### config.mk
export PLATFORM = sky130hd
export DESIGN_NAME = dwt2d_tile_sched_flat
export DESIGN_NICKNAME = d
export VERILOG_FILES = /design/src/rtl/dwt2d_tile_sched_if.sv /design/src/rtl/dwt2d_tile_sched.sv /design/src/flat_wrapper.sv
export SDC_FILE = /design/constraint.sdc
export NUM_CORES = 1
export LEC_CHECK = 0
export CAP_MARGIN = 40
export CORE_MARGIN = 5
export CORE_UTILIZATION = 35
export CTS_CLUSTER_SIZE = 28
export DETAILED_ROUTE_END_ITERATION = 7
export GPL_TIMING_DRIVEN = 0
export PLACE_DENSITY = 0.68
export SETUP_SLACK_MARGIN = 0.05
export SLEW_MARGIN = 20
export SYNTH_ARGS = -nofsm -noshare
export SYNTH_HDL_FRONTEND = slang
export SYNTH_SLANG_ARGS = --single-unit
### constraint.sdc
create_clock -name clk -period 2.6 [get_ports clk]
set_input_delay 0.39 -clock clk [delete_from_list [all_inputs] [get_ports clk]]
set_output_delay 0.39 -clock clk [all_outputs]
set_load 0.005 [all_outputs]
### src/rtl/dwt2d_tile_sched_if.sv
// Bundle of the scheduler's control, tile-memory and 1-D core stream signals.
// master: the scheduler (dwt2d_tile_sched).
// slave : the environment (tile memory, 1-D lifting core, controller).
//   start/busy/done/err             control and status
//   rd_en/rd_addr/rd_data           tile memory read port (1-cycle read latency)
//   wr_en/wr_addr/wr_data           tile memory write port
//   core_in_*                       feed stream to the 1-D core
//   core_out_*                      result stream from the 1-D core
interface dwt2d_tile_sched_if #(
   parameter int DataWidth = 16,
   parameter int SideSize  = 16,
   parameter int AddrWidth = 2*$clog2(SideSize)
);
   logic                 start, busy, done, err;
   logic                 rd_en;
   logic [AddrWidth-1:0] rd_addr;
   logic [DataWidth-1:0] rd_data;
   logic                 wr_en;
   logic [AddrWidth-1:0] wr_addr;
   logic [DataWidth-1:0] wr_data;
   logic                 core_in_valid, core_in_ready, core_in_last;
   logic [DataWidth-1:0] core_in_data;
   logic                 core_out_valid, core_out_ready, core_out_last;
   logic [DataWidth-1:0] core_out_data;

   modport master (
      input  start, rd_data, core_in_ready, core_out_valid, core_out_data, core_out_last,
      output busy, done, err, rd_en, rd_addr, wr_en, wr_addr, wr_data,
             core_in_valid, core_in_data, core_in_last, core_out_ready
   );
   modport slave (
      output start, rd_data, core_in_ready, core_out_valid, core_out_data, core_out_last,
      input  busy, done, err, rd_en, rd_addr, wr_en, wr_addr, wr_data,
             core_in_valid, core_in_data, core_in_last, core_out_ready
   );
endinterface

### src/rtl/dwt2d_tile_sched.sv
// One level of the 2-D 9/7 DWT over an N x N tile: streams every row, then
// every column, through the shared 1-D core and writes each result line back
// in place, deinterleaved (low half first, high half second).
// Ports:
//   clk  rising-edge clock
//   rst  synchronous active-high reset
//   bus  dwt2d_tile_sched_if.master (control, tile memory ports, core streams)
module dwt2d_tile_sched #(
   parameter int DataWidth = 16,
   parameter int SideSize  = 16,
   parameter int AddrWidth = 2*$clog2(SideSize)
) (
   input logic                clk,
   input logic                rst,
   dwt2d_tile_sched_if.master bus
);
   localparam int            LW   = $clog2(SideSize);
   localparam logic [LW-1:0] LAST = LW'(SideSize-1);

   typedef enum logic [2:0] {IDLE, ROW, ROW_WAIT, COL, COL_WAIT} state_t;
   state_t state, state_nx;

   // fl is one bit wider so it can sit at N once a pass is fully read,
   // which releases the write side for the last line.
   logic [LW:0]          fl;
   logic [LW-1:0]        fi, oi, k, w;
   logic                 rd_inflight;
   logic [DataWidth-1:0] fifo [2];
   logic                 wp, rp;
   logic [1:0]           occ;
   logic                 done_q, err_q;

   logic start_ok, feeding, rd_fire, feed_end;
   logic in_valid, in_fire, push, pop;
   logic out_ready, wr_fire, pass_end, col_wr;
   logic [LW-1:0]        pos;
   logic [DataWidth-1:0] in_data;
   logic [AddrWidth-1:0] rd_addr_raw, wr_addr_raw;

   assign start_ok = (state == IDLE) && bus.start;
   assign feeding  = (state == ROW) || (state == COL);
   // Issue a read only if the 2-entry buffer can absorb it even if the core stalls.
   assign rd_fire  = feeding && ((occ + {1'b0, rd_inflight}) < 2'd2);
   assign feed_end = (fl[LW-1:0] == LAST) && (fi == LAST);

   // Empty buffer bypass: returning read data goes straight to the core.
   assign in_valid = (occ != 2'd0) || rd_inflight;
   assign in_data  = (occ != 2'd0) ? fifo[rp] : bus.rd_data;
   assign in_fire  = in_valid && bus.core_in_ready;
   assign push     = rd_inflight && !((occ == 2'd0) && bus.core_in_ready);
   assign pop      = in_fire && (occ != 2'd0);

   // pos(k) = k/2 (even) or N/2 + k/2 (odd) is a rotate of k by one bit.
   assign pos       = {k[0], k[LW-1:1]};
   assign col_wr    = (state == COL) || (state == COL_WAIT);
   // Line w may only be overwritten once the feed has read all of it.
   assign out_ready = (state != IDLE) && (fl > {1'b0, w});
   assign wr_fire   = bus.core_out_valid && out_ready;
   assign pass_end  = wr_fire && (w == LAST) && (k == LAST);

   assign rd_addr_raw = (state == COL) ? {fi, fl[LW-1:0]} : {fl[LW-1:0], fi};
   assign wr_addr_raw = col_wr ? {pos, w} : {w, pos};

   always_comb begin
      state_nx = state;
      case (state)
         IDLE:     if (bus.start)           state_nx = ROW;
         ROW:      if (rd_fire && feed_end) state_nx = ROW_WAIT;
         ROW_WAIT: if (pass_end)            state_nx = COL;
         COL:      if (rd_fire && feed_end) state_nx = COL_WAIT;
         COL_WAIT: if (pass_end)            state_nx = IDLE;
         default:                           state_nx = IDLE;
      endcase
   end

   always_ff @(posedge clk) begin
      if (rst) begin
         state       <= IDLE;
         fl          <= '0;
         fi          <= '0;
         oi          <= '0;
         k           <= '0;
         w           <= '0;
         rd_inflight <= 1'b0;
         wp          <= 1'b0;
         rp          <= 1'b0;
         occ         <= '0;
         done_q      <= 1'b0;
         err_q       <= 1'b0;
      end else begin
         state       <= state_nx;
         rd_inflight <= rd_fire;
         done_q      <= (state == COL_WAIT) && pass_end;
         if (start_ok) begin
            fl    <= '0;
            fi    <= '0;
            oi    <= '0;
            k     <= '0;
            w     <= '0;
            wp    <= 1'b0;
            rp    <= 1'b0;
            occ   <= '0;
            err_q <= 1'b0;
         end else begin
            if (rd_fire) begin
               fi <= fi + 1'b1;
               if (fi == LAST) fl <= fl + 1'b1;
            end else if ((state == ROW_WAIT) && pass_end) begin
               fl <= '0;
               fi <= '0;
            end
            if (in_fire) oi <= oi + 1'b1;
            // Counters track k; core_out_last only feeds the error flag.
            if (wr_fire) begin
               k <= k + 1'b1;
               if (k == LAST) w <= w + 1'b1;
               if (bus.core_out_last != (k == LAST)) err_q <= 1'b1;
            end
            if (push) wp <= ~wp;
            if (pop)  rp <= ~rp;
            occ <= occ + {1'b0, push} - {1'b0, pop};
         end
      end
   end

   always_ff @(posedge clk) begin
      if (push) fifo[wp] <= bus.rd_data;
   end

   assign bus.busy           = (state != IDLE);
   assign bus.done           = done_q;
   assign bus.err            = err_q;
   assign bus.rd_en          = rd_fire;
   assign bus.rd_addr        = rd_fire ? rd_addr_raw : '0;
   assign bus.core_in_valid  = in_valid;
   assign bus.core_in_data   = in_valid ? in_data : '0;
   assign bus.core_in_last   = in_valid && (oi == LAST);
   assign bus.core_out_ready = out_ready;
   assign bus.wr_en          = wr_fire;
   assign bus.wr_addr        = wr_fire ? wr_addr_raw : '0;
   assign bus.wr_data        = wr_fire ? bus.core_out_data : '0;
endmodule

### src/flat_wrapper.sv
// flat-port wrapper written by rule: the top's interface ports become plain ports
module dwt2d_tile_sched_flat 
#(
   parameter int DataWidth = 16,
   parameter int SideSize  = 16,
   parameter int AddrWidth = 2*$clog2(SideSize)
)
  (clk, rst, bus_start, bus_rd_data, bus_core_in_ready, bus_core_out_valid, bus_core_out_data, bus_core_out_last, bus_busy, bus_done, bus_err, bus_rd_en, bus_rd_addr, bus_wr_en, bus_wr_addr, bus_wr_data, bus_core_in_valid, bus_core_in_data, bus_core_in_last, bus_core_out_ready);
  dwt2d_tile_sched_if #(.DataWidth(DataWidth), .SideSize(SideSize), .AddrWidth(AddrWidth)) bus_i ();
  input logic clk;
  input logic rst;
  input wire logic [$bits(bus_i.start)-1:0] bus_start;
  input wire logic [$bits(bus_i.rd_data)-1:0] bus_rd_data;
  input wire logic [$bits(bus_i.core_in_ready)-1:0] bus_core_in_ready;
  input wire logic [$bits(bus_i.core_out_valid)-1:0] bus_core_out_valid;
  input wire logic [$bits(bus_i.core_out_data)-1:0] bus_core_out_data;
  input wire logic [$bits(bus_i.core_out_last)-1:0] bus_core_out_last;
  output wire logic [$bits(bus_i.busy)-1:0] bus_busy;
  output wire logic [$bits(bus_i.done)-1:0] bus_done;
  output wire logic [$bits(bus_i.err)-1:0] bus_err;
  output wire logic [$bits(bus_i.rd_en)-1:0] bus_rd_en;
  output wire logic [$bits(bus_i.rd_addr)-1:0] bus_rd_addr;
  output wire logic [$bits(bus_i.wr_en)-1:0] bus_wr_en;
  output wire logic [$bits(bus_i.wr_addr)-1:0] bus_wr_addr;
  output wire logic [$bits(bus_i.wr_data)-1:0] bus_wr_data;
  output wire logic [$bits(bus_i.core_in_valid)-1:0] bus_core_in_valid;
  output wire logic [$bits(bus_i.core_in_data)-1:0] bus_core_in_data;
  output wire logic [$bits(bus_i.core_in_last)-1:0] bus_core_in_last;
  output wire logic [$bits(bus_i.core_out_ready)-1:0] bus_core_out_ready;
  assign bus_i.start = bus_start;
  assign bus_i.rd_data = bus_rd_data;
  assign bus_i.core_in_ready = bus_core_in_ready;
  assign bus_i.core_out_valid = bus_core_out_valid;
  assign bus_i.core_out_data = bus_core_out_data;
  assign bus_i.core_out_last = bus_core_out_last;
  assign bus_busy = bus_i.busy;
  assign bus_done = bus_i.done;
  assign bus_err = bus_i.err;
  assign bus_rd_en = bus_i.rd_en;
  assign bus_rd_addr = bus_i.rd_addr;
  assign bus_wr_en = bus_i.wr_en;
  assign bus_wr_addr = bus_i.wr_addr;
  assign bus_wr_data = bus_i.wr_data;
  assign bus_core_in_valid = bus_i.core_in_valid;
  assign bus_core_in_data = bus_i.core_in_data;
  assign bus_core_in_last = bus_i.core_in_last;
  assign bus_core_out_ready = bus_i.core_out_ready;
  dwt2d_tile_sched #(.DataWidth(DataWidth), .SideSize(SideSize), .AddrWidth(AddrWidth)) u_core (.clk(clk), .rst(rst), .bus(bus_i));
endmodule
; ---- Yosys cells after proc, flatten, opt, wreduce, memory -nomap -nowiden
; Memories as Yosys holds them, arrays and structs flattened. A register that Yosys moved wholly into a read port is not among the register bits.
; Cells that the tools add are included.
[word_totals]
reg_bits = 31
mem_bits_rw = 32
inputBits = 38
out_inout_bits = 56
wordCells = 92
n_memories = 1
[op_classes]
addsub = 8
order_cmp = 2
n_eq_ne = 16
mux = 22
bitwise = 2
reduce_logical = 29
[mem_list]
columns = memory, words, width, read_ports, rd_clocked_by_memory_dff, write_ports, line
row1 = u_core.fifo, 2, 16, 1, 1, 1, dwt2d_tile_sched.sv:28  ; logic [DataWidth-1:0] fifo [2];
[ops]
columns = cell, count
row1 = two-way mux 16 bit, 3
row2 = two-way mux 8 bit, 4
row3 = == test 4 bit (second input constant), 5
row4 = adder 4 x 1 -> 4 bit (second input constant), 4
row5 = logical AND 1 bit, 15
row6 = two-way mux 3 bit, 5
row7 = two-way mux 5 bit, 3
row8 = case mux 3 bit (5 select lines), 1
row9 = two-way mux 4 bit, 2
row10 = inequality test 2 bit (second input constant), 4
row11 = == test 3 x 2 -> 1 bit (second input constant), 2
row12 = AND reduction 2 bit, 3
row13 = adder 5 x 1 -> 5 bit (second input constant), 1
row14 = > comparator 5 x 4 -> 1 bit, 1
row15 = AND reduction 5 bit, 1
row16 = adder 2 x 1 -> 2 bit, 2
row17 = two-way mux 1 bit, 4
row18 = inequality test 2 x 1 -> 1 bit (second input constant), 2
row19 = nonzero test 2 bit, 2
row20 = == test 3 x 1 -> 1 bit (second input constant), 1
row21 = == test 3 bit (second input constant), 1
row22 = zero test 3 bit, 1
row23 = logical OR 1 bit, 3
row24 = nonzero test 3 bit, 1
row25 = other kinds (7), 8

; ---- Depth between registers and ports, before layout
[depth]
ltp_word = 8
depth_mapped = 10

; ---- Worst setup path after synthesis
; Ideal clock, no wire load.
[synth_timing]
path_type = reg2out
start = register u_core.w[3]
end = output port bus_wr_data[10]
t_arrival_ns = 1.857
required_ns = 2.210
setup_slack_ns = 0.353
path_stages_with_launch = 11
path_buffers = 3
path_cell_list = dfxtp_1 > inv_1 > ha_1 > a211oi_1 > and3_4 > buf_6 > or2_1 > buf_6 > inv_6 > buf_6 > and2_1
[synth_between]
elab_chain_cells = 4
[synth_lines]
columns = item, line
row1 = from (decl), dwt2d_tile_sched.sv:26  ; logic [LW-1:0] fi, oi, k, w;
row2 = from (signal assigned), dwt2d_tile_sched.sv:116  ; if (k == LAST) w <= w + 1'b1;
row3 = > comparator 5 x 4 -> 1 bit, dwt2d_tile_sched.sv:57  ; assign out_ready = (state != IDLE) && (fl > {1'b0, w});
row4 = logical AND 1 bit, dwt2d_tile_sched.sv:57
row5 = logical AND 1 bit, dwt2d_tile_sched.sv:58  ; assign wr_fire = bus.core_out_valid && out_ready;
row6 = net bus_wr_en, flat_wrapper.sv:23  ; output wire logic [$bits(bus_i.wr_en)-1:0] bus_wr_en;
row7 = two-way mux 16 bit, dwt2d_tile_sched.sv:141  ; assign bus.wr_data = wr_fire ? bus.core_out_data : '0;
row8 = to (decl), flat_wrapper.sv:25  ; output wire logic [$bits(bus_i.wr_data)-1:0] bus_wr_data;
; The timed path passes the listed nets, and every way through them passes these cells.

; ---- Final worst setup path
[layout_timing]
start = register u_core.w[1]
end = output port bus_wr_data[13]
[layout_between]
elab_chain_cells = 4
[layout_lines]
columns = item, line
row1 = > comparator 5 x 4 -> 1 bit, dwt2d_tile_sched.sv:57
row2 = logical AND 1 bit, dwt2d_tile_sched.sv:57
row3 = logical AND 1 bit, dwt2d_tile_sched.sv:58
row4 = two-way mux 16 bit, dwt2d_tile_sched.sv:141
; No other way between the ends.

==> impl_metrics.ini <==
[critical_path]
r2r-end = u_core.fifo[1][10]$_DFFE_PP_
worstSetupEndpointType = output port
worstSetupStartpoint = u_core.w[1]$_SDFFE_PP0P_
startpoint_type = flip-flop
crit_top_cell = buf_6
critPathSlowestCell = dfxtp_4
crit_required_ns = 2.21
crit_fanout = 5
crit_chain = inv_1, ha_4, nand4_1, o211ai_4, or2_1, buf_6, inv_8, buf_6, and2_4, buf_6
cp_data_arrival_time_ns = 2.16
r2r-start = u_core.rd_inflight$_SDFF_PP0_
endpoint = bus_wr_data[13]
reg2reg_depth = 3
r2r_slack_ns = 0.47
cpPeakStageDelay_ns = 0.35
crit_type = reg -> out

[layout]
drive_gt1_share_pct = 26.8
diodes = 0
area_growth_pct = 42.9
n_fill_cell = 878
final_util_pct = 50.9
multi_input_area_sq_um = 1810
final_area_sq_um = 4930
fin_nets = 507
seq_area_sq_um = 1630

[cts]
cts_hold_buf = 0
cts-buffers-inserted = 9
path_clk_slew_ns = 0.08
cts_root_buffer = clkbuf_8
cts_tree = done
clkSinkCount = 64
clk_latency_ns = 0.34
cts_max_path_buffers = 2
cts_max_level = 3

[run_status]
status = finished clean

[synthesis]
synth.cell_area_sq_um = 3450
syn-instance-count = 339
synth.avg_cell_area_sq_um = 10.2
synth_nets = 388
synth_seq_area_share_pct = 46.4
synth-seq-cells = 64
ys_types = 56
synth_warnings = 0

[sta]
min_period_ns = 2.55
max-slew-margin-rel_pct = 49.0
maxSlewViolCount = 0
setup_tns_ns = 0
fmax_mhz = 392
rsz0062_at_grt = true
min_period_over_period_pct = 98.1
holdWs_ns = 0.433
worstMarginPinSlew_ns = 0.765
finClkSkew_ns = 0.0105
fin_ws_ns = 0.0489
setup_viol = 0
finalHoldViolations = 0

[global_route]
antenna_found_initial = 0
first_global_vias = 2797
grt_max_degree = 17
grt_usage_pct = 14.3
grt_overflow_total = 0
grt_pass1_wl_mm = 13.5

[routing]
vias = 2954
drt_first_pass_iters = 4
wire_per_inst_um = 14.9
wl_mm = 8.86
drc = 0
viasPerCell = 4.96
ant_nets = 0
drtIter0Drc = 81

[floorplanning]
rows = 36
die_h_um = 109
initial_core_util_pct = 35.7
die_x_um = 109
ios = 94
die_area_sq_um = 12000
coreArea_sq_um = 9680

[placed_design]
pre_cts_ws_ns = -0.324
port_buffers = 92
postPlaceCellArea_sq_um = 4540
gp_congestion = 0.790
hpwl_mm = 6.19

[power]
ir_drop_uv = 236
power_leakage_nw = 1.83
p_per_area_nw_per_um2 = 414

[run]
drv_cap = 0

[hold_path]
hold_class = in -> reg
==> registers in the layout, summed over array words and instances, names as in the netlist, named ones only <==
name	count
u_core.rp	1
u_core.state	3
u_core.occ	2
u_core.wp	1
u_core.fi	4
u_core.bus.err	1
u_core.fifo	32
u_core.bus.done	1
u_core.rd_inflight	1
u_core.w	4
u_core.fl	5
u_core.k	4
u_core.oi	4
==> placed cells by master, fill, tap and decap left out, types with 4 or more instances in the layout <==
master	instances
a21oi_1	8
and2_1	11
and2_4	8
buf_2	21
buf_4	15
buf_6	13
clkbuf_2	5
clkbuf_8	10
clkdlybuf4s50_1	66
dfxtp_1	19
dfxtp_2	8
dfxtp_4	5
edfxtp_1	32
ha_1	8
inv_1	7
mux2i_1	35
nand2_1	11
nand2b_1	4
nand3_1	31
nand4_1	6
nor2_1	19
nor2_2	4
nor2_4	5
nor3_1	6
o21ai_0	19
o31ai_1	4
or4_1	4
xnor2_1	5
xor2_1	5
==> power by group <==
group	internal, W	total (W)	switching, W
sequential	0.00107	0.00108	0.0000113
combinational	0.000116	0.000208	0.0000924
clock	0.000363	0.000757	0.000394
==> metrics by stage <==
stage,cells,power [W]
final,596,0.00204
after global placement,564,0.00130
after global routing,596,0.00214
after floorplan,339,0.00118
after CTS,587,0.00206
after detailed placement,564,0.00131
==> cells in the mapped netlist (all sizes together) <==
master   instances  share of area (%)
or4b             1               0.29
o31a             1               0.25
ha              11                4.0
or2              3               0.54
o2bb2ai          1               0.25
o21a             2               0.43
a211oi           1               0.22
nor2b            3               0.54
nor3             7                1.3
nand4            6                1.1
o211ai           1               0.36
nor2            28                3.1
nand3           32                4.8
and2            19                3.4
o31ai            4               0.87
inv             12                1.4
edfxtp          32                 28
dfxtp           32                 19
o22ai            3               0.54
a21bo            1               0.29
mux2i           35                 10
or3              3               0.54
and3             3               0.69
nand3b           3               0.65
clkbuf           6               0.65
nor4b            1               0.25
a211o            3               0.76
xor2             5                1.3
or4              4               0.87
o21ai           22                3.2
nand2b           4               0.72
xnor2            5                1.3
a21boi           1               0.22
nor4             4                1.5
and4             1               0.25
nand4b           2               0.51
buf             13                2.6
or3b             2               0.51
nor3b            1               0.36
nand2           11                1.2
a21o             1               0.22
a21oi            9                1.4
==> worst min path at each step <==
stage	start	to	slack (ns)	depth (start not counted)
floorplan	u_core.k[3]$_SDFFE_PP0N_	u_core.k[3]$_SDFFE_PP0N_	0.46	2
global placement	u_core.bus.err$_SDFFE_PP0P_	u_core.bus.err$_SDFFE_PP0P_	0.45	1
detailed placement	u_core.bus.err$_SDFFE_PP0P_	u_core.bus.err$_SDFFE_PP0P_	0.46	1
CTS	rst	u_core.bus.done$_SDFF_PP0_	0.42	2
global route	rst	u_core.bus.done$_SDFF_PP0_	0.46	2
finish	rst	u_core.bus.done$_SDFF_PP0_	0.43	2
==> timing repair <==
| action | CTS | global route |
|---|---|---|
| endpoints found under the setup margin | 47 | 45 |
| gates cloned | 1 | 1 |
| resized for setup | 132 | 36 |
| buffers inserted | 8 | 7 |
| pin swaps | 8 | 15 |
==> worst max-delay path: cells and delay by family (launching register included) <==
kind	cells	cell delay (ns)
adder cells (fa/ha/maj)	1	0.27
buffers and inverters	5	0.46
AND/OR/NAND/NOR	3	0.49
flip-flops	1	0.35
AO/OA/AOI/OAI	1	0.25
==> kinds of logic after synthesis <==
family                   synth area share (%)
buffers and inverters                    4.71
XOR/XNOR                                 2.54
flip-flops                               46.4
AO/OA/AOI/OAI                            9.02
multiplexers                             10.1
AND/OR/NAND/NOR                          23.2
adder cells (fa/ha/maj)                  3.99
==> per-layer routing <==
metal  global-route usage, %  up-vias  wire, um
met5                       0        -         0
met2                    24.1       74      4430
met1                    18.2     1401      3920
met3                    3.17        6       433
met4                    4.45        0        72
li1                        -     1473         -
==> layout make-up <==
type                       instances  area share [%]
multi-input combinational        244            36.7
sequential                        64            33.0
timing repair buffer             109            20.0
tap                              133            3.37
clock buffer                      10            2.79
buffer                            17            2.13
inverter                          12            1.12
clock inverter                     6           0.710
timing repair inverter             1           0.127
(Power assumes the default switching activity.)
==> RTL edit (same settings) <==
`SideSize` is set to 16 in 3 places; all go to 8.
--- a/src/rtl/dwt2d_tile_sched_if.sv
+++ b/src/rtl/dwt2d_tile_sched_if.sv
@@ -10,3 +10,3 @@
    parameter int DataWidth = 16,
-   parameter int SideSize  = 16,
+   parameter int SideSize  = 8,
    parameter int AddrWidth = 2*$clog2(SideSize)
--- a/src/rtl/dwt2d_tile_sched.sv
+++ b/src/rtl/dwt2d_tile_sched.sv
@@ -9,3 +9,3 @@
    parameter int DataWidth = 16,
-   parameter int SideSize  = 16,
+   parameter int SideSize  = 8,
    parameter int AddrWidth = 2*$clog2(SideSize)
--- a/src/flat_wrapper.sv
+++ b/src/flat_wrapper.sv
@@ -4,3 +4,3 @@
    parameter int DataWidth = 16,
-   parameter int SideSize  = 16,
+   parameter int SideSize  = 8,
    parameter int AddrWidth = 2*$clog2(SideSize)
Interface: changed (resized bus_rd_addr and bus_wr_addr); port bits go from 94 to 90. No check against the original RTL was run, so the function may have changed too.
==> RTL edit against the original RTL <==
The run now ends with setup timing left; area after synthesis shrank 12%; wire length shrank 14%; worst setup slack lost 120 ps; die area shrank 11%; power shrank 4.6%; largest cell class is now flip-flops and latches; highest routed layer unchanged; sequential cell count shrank 5; final area shrank 10%.
==> RTL edit: results (changes against the original RTL) <==
metric,value,unit,change
status,"finished, violations left",,
violations,setup timing,,
grt_pass1_wl,12.0,mm,-11%
arrival,2280,ps,+120 ps
r2r_slack,530,ps,+60 ps
fin_cells,517,,-13%
wl,7.59,mm,-14%
finalSetupViolCount,1,,+1
port_buffers,88,,-4.3%
grt_max_degree,17,,unchanged
top_regs,"u_core.fifo (32), u_core.fl (4)",,
ctsHtreeMaxLevel,3,,unchanged
r2r_start,u_core.rd_inflight,,
slowest_delay,510,ps,+160 ps
yosys-top-cells-count,"edfxtp_1, nor2_1, dfxtp_1",,
startpoint,u_core.w[2],,
syn-num-nets,342,,-12%
dr_total_vias,2570,,-13%
yosysSeqAreaShare,0.496,,+0.0319
dp_hpwl,5.42,mm,-12%
setup_ws,-73.9,ps,-123 ps
path_clk_slew,60,ps,-20 ps
ys_warn_count,0,,unchanged
placedCellCount,486,,-14%
gp_congestion,0.834,,+5.5%
skew,7.73,ps,-2.72 ps
hp-class,flip-flop to flip-flop,,
crit_end,bus_wr_addr[0],,
cts_resized,39,,-70%
setup_tns,-73.9,ps,-73.9 ps
dpl_cell_area,4060,um2,-11%
drt-initial-drc-count,78,,-3.7%
synth_edf_count,32,,unchanged
cts_root_buf,clkbuf_8,,
fillers,799,,-9.0%
synth.avg_cell_area,10.5,um2,+2.9%
slew_headroom,0.487,,-0.00254
fin_nets,458,,-9.7%
p_leak,1.76,nW,-4.1%
critPathSlowestCell,clkdlybuf4s50_1,,
synthTopCellsByArea,"edfxtp_1, dfxtp_1, mux2i_1",,
antenna_found_initial,0,,unchanged
track_usage,0.143,,+0.000437
yosysUniqueCellTypes,49,,-13%
wl_met1,3.32,mm,-15%
wl_met3,469,um,+8.3%
grt_pass1_vias,2459,,-12%
r2r-end,u_core.fifo[1][4],,
diodes,0,,unchanged
drive_gt1_frac,0.237,,-0.0307
wl_met2,3.74,mm,-16%
ir_worst_vdd,0.293,mV,+24%
p_sw_frac,0.245,,+0.000962
seq_area,1520,um2,-7.0%
post-cts-setup-buffers,11,,+3
place_ws,-135,ps,+189 ps
RTL edit: cells by family (layout without fill, tap and decap cells):
group	count (synthesis)	after routing	share of synthesized area
adders and majority gates	15	15	0.0620
xor gates and xnor gates	9	9	0.0260
DFF	59	59	0.496
buffers and inverters	26	146	0.0372
muxes	25	25	0.0830
and+or+nand+nor	111	111	0.192
AOI/OAI and AO/OA	44	44	0.104
RTL edit: area by class of cell:
class | instances | area share
clock inverter | 6 | 0.00763
clock buffer | 9 | 0.0280
sequential | 59 | 0.343
buffer | 15 | 0.0192
inverter | 11 | 0.00990
multi-input combinational | 204 | 0.337
tap | 108 | 0.0305
timing repair buffer | 105 | 0.225
RTL edit: power by group through the flow:
stage	combinational, mW	clock (mW)	sequential, mW
finish	0.261	0.676	1.01
global route	0.290	0.747	1.01
CTS	0.262	0.699	1.01
detailed placement	0.260	0	1.03
global placement	0.253	0	1.03
floorplan	0.110	0	1.03
RTL edit: worst max-delay path, delay by kind of cell (launching register included):
kind	cells	cell delay [ps]
adders and majority gates	1	260
buffers and inverters	3	780
AOI/OAI and AO/OA	1	190
and+or+nand+nor	3	380
DFF	1	350
RTL edit: worst min-delay path by stage:
stage	slack (ps)	start	to	depth (start not counted)
global placement	450	u_core.bus.err	u_core.bus.err	2
CTS	460	u_core.bus.err	u_core.bus.err	2
detailed placement	440	u_core.bus.err	u_core.bus.err	2
finish	460	u_core.bus.err	u_core.bus.err	2
global route	500	u_core.bus.err	u_core.bus.err	2
floorplan	450	u_core.bus.err	u_core.bus.err	2
RTL edit: metal layers:
layer,up-vias,GRT usage
li1,1274,-
met1,1214,0.186
met2,72,0.234
met3,10,0.0447
met4,0,0.0359
met5,-,0
